--- config.mk ---
export PLATFORM = sky130hd
export DESIGN_NAME = vend_credit_seq
export DESIGN_NICKNAME = d
export VERILOG_FILES = /design/src/rtl/vend_credit_seq.sv
export SDC_FILE = /design/constraint.sdc
export NUM_CORES = 1
export LEC_CHECK = 0
export CORE_MARGIN = 4
export CORE_UTILIZATION = 37
export DETAILED_ROUTE_END_ITERATION = 7
export PLACE_DENSITY_LB_ADDON = 0.12
export SLEW_MARGIN = 20
export SYNTH_ARGS = -nofsm -noshare
export SYNTH_HDL_FRONTEND = slang
export SYNTH_SLANG_ARGS = --single-unit
--- constraint.sdc ---
create_clock -name clk -period 1.2 [get_ports clk]
set_input_delay 0.18 -clock clk [delete_from_list [all_inputs] [get_ports clk]]
set_output_delay 0.18 -clock clk [all_outputs]
set_load 0.02 [all_outputs]
--- src/rtl/vend_credit_seq.sv ---
// ---------------------------------------------------------------------------
// vend_credit_seq
//
// Sequential credit controller for the vending datapath. It holds the running
// credit, takes coin / selection / cancel requests while idle, and runs each
// add or subtract through an external 4-bit arithmetic unit. The unit's
// result is then committed to credit or rejected. Vend, change and reject
// events leave the block as one-cycle registered pulses.
//
// Parameters
//   MAX_CREDIT   highest legal credit value (1..15)
//   AUTO_CHANGE  1: a successful vend is followed by return of the remaining
//                credit; 0: the remaining credit is kept
//
// Ports
//   clk, rst_n          rising-edge clock, synchronous active-low reset
//   coin_valid/value    coin request and amount (sampled in IDLE only)
//   sel_valid/price     product selection request and price (IDLE only)
//   cancel              return-all-credit request (IDLE only)
//   alu_a/alu_b/alu_op  operands and op code to the arithmetic unit
//                       (combinational from state and registers)
//   alu_result          5-bit unit result, returned in the same cycle
//   credit              current credit (registered)
//   busy                high whenever the FSM is not in IDLE
//   vend                pulse: purchase committed
//   change_valid        pulse: change_amt carries the returned amount
//   change_amt          last returned amount, held between pulses
//   coin_reject         pulse: coin refused because credit would overflow
//   insufficient        pulse: selection refused, credit below price
//   req_dropped         pulse: a request was seen while busy
//
// Request handshake: there is no ready signal; busy acts as its inverse.
// A request (coin_valid, sel_valid or cancel) is taken in the same cycle
// it is high while busy is low, and is never held or queued. Only one
// request is taken per cycle, in priority cancel > sel_valid > coin_valid;
// the lower-priority ones are silently discarded. A request that is high
// while busy is high is discarded and reported with req_dropped.
// ---------------------------------------------------------------------------
module vend_credit_seq #(
    parameter int unsigned MAX_CREDIT  = 15,
    parameter bit          AUTO_CHANGE = 1'b1
) (
    input  logic       clk,
    input  logic       rst_n,
    input  logic       coin_valid,
    input  logic [3:0] coin_value,
    input  logic       sel_valid,
    input  logic [3:0] sel_price,
    input  logic       cancel,
    output logic [3:0] alu_a,
    output logic [3:0] alu_b,
    output logic [1:0] alu_op,
    input  logic [4:0] alu_result,
    output logic [3:0] credit,
    output logic       busy,
    output logic       vend,
    output logic       change_valid,
    output logic [3:0] change_amt,
    output logic       coin_reject,
    output logic       insufficient,
    output logic       req_dropped
);

    // Arithmetic unit op codes. Any code other than add/sub yields 0, so
    // OP_NONE is driven whenever no arithmetic is wanted.
    localparam logic [1:0] OP_ADD  = 2'b00;
    localparam logic [1:0] OP_SUB  = 2'b01;
    localparam logic [1:0] OP_NONE = 2'b11;

    // Overflow is judged on the full 5-bit result so a carry out of the
    // 4-bit sum counts as exceeding the limit.
    localparam logic [4:0] MAX_CREDIT_5 = 5'(MAX_CREDIT);

    typedef enum logic [1:0] {
        ST_IDLE   = 2'd0,
        ST_ADD    = 2'd1,
        ST_SUB    = 2'd2,
        ST_RETURN = 2'd3
    } state_t;

    state_t     state_q,        state_d;
    logic [3:0] credit_q,       credit_d;
    logic [3:0] operand_q,      operand_d;
    logic [3:0] change_amt_q,   change_amt_d;
    logic       vend_q,         vend_d;
    logic       change_valid_q, change_valid_d;
    logic       coin_reject_q,  coin_reject_d;
    logic       insufficient_q, insufficient_d;
    logic       req_dropped_q,  req_dropped_d;

    logic       any_req;

    assign any_req = coin_valid | sel_valid | cancel;

    // -----------------------------------------------------------------------
    // State register. Reset wins over everything, so a reset during ADD,
    // SUB or RETURN abandons the operation without a commit or a pulse.
    // -----------------------------------------------------------------------
    always_ff @(posedge clk) begin
        if (!rst_n) begin
            state_q        <= ST_IDLE;
            credit_q       <= 4'd0;
            operand_q      <= 4'd0;
            change_amt_q   <= 4'd0;
            vend_q         <= 1'b0;
            change_valid_q <= 1'b0;
            coin_reject_q  <= 1'b0;
            insufficient_q <= 1'b0;
            req_dropped_q  <= 1'b0;
        end else begin
            state_q        <= state_d;
            credit_q       <= credit_d;
            operand_q      <= operand_d;
            change_amt_q   <= change_amt_d;
            vend_q         <= vend_d;
            change_valid_q <= change_valid_d;
            coin_reject_q  <= coin_reject_d;
            insufficient_q <= insufficient_d;
            req_dropped_q  <= req_dropped_d;
        end
    end

    // -----------------------------------------------------------------------
    // Next-state, datapath and arithmetic-unit drive.
    // -----------------------------------------------------------------------
    always_comb begin
        state_d        = state_q;
        credit_d       = credit_q;
        operand_d      = operand_q;
        change_amt_d   = change_amt_q;
        vend_d         = 1'b0;
        change_valid_d = 1'b0;
        coin_reject_d  = 1'b0;
        insufficient_d = 1'b0;
        alu_a          = credit_q;
        alu_b          = 4'd0;
        alu_op         = OP_NONE;

        // Every non-IDLE state lasts a single cycle, so any request seen
        // outside IDLE is simply lost; report it.
        req_dropped_d  = (state_q != ST_IDLE) && any_req;

        case (state_q)
            ST_IDLE: begin
                if (cancel) begin
                    state_d = ST_RETURN;
                end else if (sel_valid) begin
                    operand_d = sel_price;
                    state_d   = ST_SUB;
                end else if (coin_valid) begin
                    operand_d = coin_value;
                    state_d   = ST_ADD;
                end
            end

            ST_ADD: begin
                alu_b  = operand_q;
                alu_op = OP_ADD;
                if (alu_result > MAX_CREDIT_5) begin
                    coin_reject_d = 1'b1;
                end else begin
                    credit_d = alu_result[3:0];
                end
                state_d = ST_IDLE;
            end

            ST_SUB: begin
                alu_b  = operand_q;
                alu_op = OP_SUB;
                if (alu_result[4]) begin
                    // Borrow out: the price is above the credit.
                    insufficient_d = 1'b1;
                    state_d        = ST_IDLE;
                end else begin
                    credit_d = alu_result[3:0];
                    vend_d   = 1'b1;
                    state_d  = AUTO_CHANGE ? ST_RETURN : ST_IDLE;
                end
            end

            ST_RETURN: begin
                // Nothing to hand back when credit is already zero, so no
                // change pulse is raised in that case.
                if (credit_q != 4'd0) begin
                    change_amt_d   = credit_q;
                    change_valid_d = 1'b1;
                    credit_d       = 4'd0;
                end
                state_d = ST_IDLE;
            end

            default: begin
                state_d = ST_IDLE;
            end
        endcase
    end

    assign credit       = credit_q;
    assign busy         = (state_q != ST_IDLE);
    assign vend         = vend_q;
    assign change_valid = change_valid_q;
    assign change_amt   = change_amt_q;
    assign coin_reject  = coin_reject_q;
    assign insufficient = insufficient_q;
    assign req_dropped  = req_dropped_q;

endmodule

### Word level (Yosys, flattened, before mapping)

Cells that the tools add are included.

* $lt $le $gt $ge: 1
* eq/ne operators: 7
* multiplexer cells: 17
* bitwise logic cells: 3
* reductions and logical operators: 14

Operators by type and width (count)
* 4-bit 2-to-1 mux: 6
* 4-bit case mux with 3 select lines: 1
* 2-bit 2-to-1 mux: 4
* 2-bit AND reduction: 4
* 2-bit inequality test (second input constant): 3
* 2-bit case mux with 3 select lines: 1
* 5-bit by 4-bit > comparator with 1-bit output (second input constant): 1
* 2-bit equality test (second input constant): 2
* 1-bit 2-to-1 mux: 4
* 4-bit inequality test (second input constant): 1
* 2-bit case mux with 2 select lines: 1
* 4-bit AND reduction: 1
* 2-bit nonzero test: 2
* 4-bit nonzero test: 1
* 2-bit OR reduction: 2
* 3-bit AND reduction: 1
* 3-bit nonzero test: 1
* 2-bit by 1-bit equality test with 1-bit output (second input constant): 1
* 2-bit logical NOT: 1
* 1-bit bitwise OR: 2
* 1-bit logical AND: 1
* 1-bit NOT: 1

* register bits after elaboration: 19
* input port bits: 18
* output and inout bits: 24
* logic and storage cells: 51

### Logic depth before layout (Yosys ltp)

Gate-level depths: netlist (run 1).

* depth after elaboration: 4
* mapped depth: 5
* gate-level depth less buffers: 5

### Least setup slack after synthesis (run 1)

No wires, ideal clock.

* path kind: register to register
* start: reg state_q[0]
* end: reg credit_q[0] (netlist: alu_a[0])
* library setup time: 0.072 ns
* arrival: 1.198 ns
* data required time: 1.128 ns
* setup slack: -0.070 ns
* cell stages (with the launch flop): 6
* buffers on the path: 0
* clock period less this slack: 1.270 ns
* cell sequence: dfxtp_1 inv_1 ha_1 o21a_1 nor2_4 mux2i_1

* word-level cells in the longest chain between the ends: 3
* elaborated cells between the ends (all ways): 9
* classes of those cells: 6 x eq/ne; 1 x mux; 2 x reduce/logical

Ends and longest elaborated chain
* from (decl): line 81 `state_t state_q, state_d;`
* from (signal assigned): line 111 `state_q <= state_d;`
* 2-bit equality test / 2-bit by 1-bit equality test with 1-bit output (equally long branches): line 143 `case (state_q)`
* 2-bit inequality test (no line) / 3-bit nonzero test (equally long branches)
* 4-bit AND reduction (no line)
* to (signal assigned): line 112 `credit_q <= credit_d;`
* to (decl): line 82 `logic [3:0] credit_q, credit_d;`

Several ways; a longest one is shown, not always the timed one.
A chain may end at the register's enable or synchronous reset.

### Final worst setup path (run 1)

* start: reg state_q[1]
* end: out alu_b[2]

* word-level cells in the longest chain between the ends: 3
* elaborated cells between the ends (all ways): 4
* classes of those cells: 2 x eq/ne; 1 x mux; 1 x reduce/logical

Ends and longest elaborated chain
* 2-bit equality test / 2-bit by 1-bit equality test with 1-bit output (equally long branches): line 143
* 2-bit OR reduction (no line) (*)
* 4-bit 2-to-1 mux (*): line 143
* to (decl): line 51 `output logic [3:0] alu_b,`

Every way passes the cells marked *; elsewhere a longest branch is shown, timed or not.

==> results of run 1 <==
cells in the mapped netlist:
| master | n | area share |
|---|---|---|
| nor2_2 | 1 | 0.0066 |
| o21a_1 | 1 | 0.0079 |
| nor4_4 | 1 | 0.022 |
| o21ai_0 | 1 | 0.0052 |
| a32o_1 | 4 | 0.042 |
| or2_4 | 1 | 0.0092 |
| buf_6 | 1 | 0.012 |
| and2b_1 | 1 | 0.0079 |
| and2_1 | 4 | 0.026 |
| o21a_4 | 1 | 0.016 |
| inv_1 | 5 | 0.020 |
| nor2b_1 | 2 | 0.013 |
| nand4_1 | 1 | 0.0066 |
| buf_2 | 3 | 0.016 |
| inv_2 | 1 | 0.0039 |
| nor2_1 | 4 | 0.016 |
| nand2b_1 | 1 | 0.0066 |
| mux2i_1 | 8 | 0.084 |
| nand2_1 | 6 | 0.024 |
| nor3_1 | 1 | 0.0052 |
| and3_1 | 2 | 0.013 |
| buf_4 | 4 | 0.031 |
| or2b_1 | 1 | 0.0079 |
| nand3_1 | 8 | 0.042 |
| nor2_4 | 1 | 0.012 |
| ha_1 | 6 | 0.079 |
| o211a_1 | 5 | 0.052 |
| o211ai_1 | 2 | 0.016 |
| dfxtp_1 | 19 | 0.40 |
power breakdown:
group          total [mW]  switching (mW)  internal, mW
clock network       0.333           0.203         0.130
registers           0.782          0.0535         0.729
logic                1.39           0.674         0.712
repair_timing:
item                       CTS  global route
buffers inserted             2             1
resized for setup           89            11
setup endpoints to repair   38            29
pin swaps                   14             7
kinds of logic (layout without fill, tap and decap cells):
| logic type | after synthesis | after routing | share of synthesized area |
|---|---|---|---|
| buffers and inverters | 14 | 70 | 0.0826 |
| AOI/OAI and AO/OA | 14 | 14 | 0.139 |
| muxes | 8 | 8 | 0.0839 |
| adders and majority gates | 6 | 6 | 0.0786 |
| and+or+nand+nor | 35 | 35 | 0.218 |
| DFF | 19 | 19 | 0.398 |
final cells by class:
cell class / instances / share of cell area
timing repair buffer: 60 / 0.339
inverter: 6 / 0.0140
tap: 30 / 0.0233
multi-input combinational: 63 / 0.369
clock buffer: 4 / 0.0163
sequential: 19 / 0.238
routing by layer:
metal | share of wire | vias up
met1 | 0.40 | 398
met3 | 0.069 | 2
met5 | 0 | -
met2 | 0.52 | 30
met4 | 0.011 | 0
li1 | - | 441
state kept, by name, summed over array words and instances (netlist names):
signal / flops
alu_a: 4
change_amt: 4
operand_q: 4
state_q: 2
change_valid: 1
coin_reject: 1
insufficient: 1
req_dropped: 1
vend: 1
final timing paths:
check | from | endpoint | slack (ns) | cells past startpoint
setup reg to reg | state_q[1] | alu_a[3] | -0.14 | 6
hold / removal | alu_result[1] | alu_a[1] | 0.45 | 3
hold reg to reg | change_amt[2] | change_amt[2] | 0.48 | 1
setup / recovery | state_q[1] | alu_b[2] | -0.21 | 4
metrics by stage:
| step | power (mW) | setup TNS (ns) | std cells | setup slack [ns] | hold WS, ns |
|---|---|---|---|---|---|
| 6_report | 2.50 | -2.24 | 182 | -0.211 | 0.453 |
| 5_1_grt | 2.67 | -3.50 | 182 | -0.278 | 0.447 |
| 3_5_place_dp | 2.01 | -4.66 | 176 | -0.413 | 0.461 |
| 3_3_place_gp | 1.99 | -4.38 | 176 | -0.410 | 0.452 |
| 2_1_floorplan | 1.47 | 0 | 96 | 0.00116 | 0.252 |
| 4_1_cts | 2.53 | -2.80 | 182 | -0.239 | 0.456 |
worst register-to-register path, delay by kind of cell (launching register included):
family | cells | cell delay, ns
adders and majority gates | 1 | 0.15
AOI/OAI and AO/OA | 1 | 0.20
DFF | 1 | 0.35
muxes | 1 | 0.20
and+or+nand+nor | 1 | 0.19
buffers and inverters | 2 | 0.18
==> impl_metrics.ini, run 1 <==
[yosys]
syn_inst = 96
avgSynthCellArea_um2 = 9.94
ys_types = 29
synthesis.nets = 120
yosys_warnings = 0
netlist_area_um2 = 955
synth_seq_area_share = 0.398
ys_ff_latch = 19

[sta]
setup_violations = 17
skew_ns = 0.00498
period_share = 1.18
relSlewSlack = 0.790
postLayoutSetupSlackWorst_ns = -0.211
hold_viol = 0
tightest_slew_ns = 0.314
grt_setup_unrepaired = yes
finalMaxSlewViolations = 0
fmax_mhz = 709
min_period_ns = 1.41

[floorplanning]
core_um2 = 2480
ios = 42
die_area_um2 = 3460
num_rows = 18
die_w_um = 58.8
start_util = 0.385
die_h_um = 58.8

[cts]
htreeDepth = 1
clock_sinks = 19
root_buffer = clkbuf_4
clock_path_buffers = 2
hold_buffers = 0
worstSkewPairLatency_ns = 0.30
clk_pin_slew_ns = 0.11
cts_buffers = 3
cts_tree = done

[global_routing]
grt_overflow = 0
top_usage_layer = met2
use_met3 = 0.0329
grt_max_degree = 20
met2_usage = 0.276
grt_pass1_wl_mm = 3.86
antenna_found_initial = 0
gr-usage-all-layers = 0.143
grt_pass1_vias = 925
use_met1 = 0.154

[power_and_ir_drop]
power_density_nw_per_um2 = 1550
p_leak_nw = 0.756
vdd_ir_drop_max_v = 0.00104

[finish]
syn_to_final_growth_pct = 68.5
layout-drive-gt1-share = 0.408
num_antenna_cells = 0
fin_area_um2 = 1610
final_core_util = 0.649
fin_nets = 177
n_fill_cell = 224
final_cell_mix = dfxtp_1 (17), clkdlybuf4s50_1 (17), buf_4 (16)
regArea_um2 = 383
multi_input_area_um2 = 594

[detailed_routing]
drt_pass1_iterations = 4
drc = 0
drt_iter0_markers = 19
via_count = 871
drtAntennaViolNets = 0
finalWirelength_mm = 2.31
wire_per_inst_um = 12.7
viasPerCell = 4.79

[place]
place_congestion = 0.710
place.port_buffers = 41
dpl.hpwl_mm = 1.80
place_area_um2 = 1490

[critical_path]
cp-start-kind = flop
path_buf_inv = 2
cp.required_ns = 1.02
cp_max_fo = 5
cp_cell_sequence = inv_2, ha_4, and2_4, buf_6
crit_path_end_kind = output port
critPathKind = reg -> out
worstPathArrival_ns = 1.23
cpPeakStageDelay_ns = 0.35
cp_top_family = flip-flops
slowest_stage = dfxtp_2

[outcome]
violations = negative setup slack
outcome = finished, violations left

[min_path]
min_path_type = in -> reg

[flow_run]
cap_violations = 0
Power figures use the tool's default switching activity.
==> run 2: changes to the inputs <==
CAP_MARGIN = 10   (was default)
==> results of run 2 <==
Same layout as run 1: the final DEF is identical, and so are final timing and power.
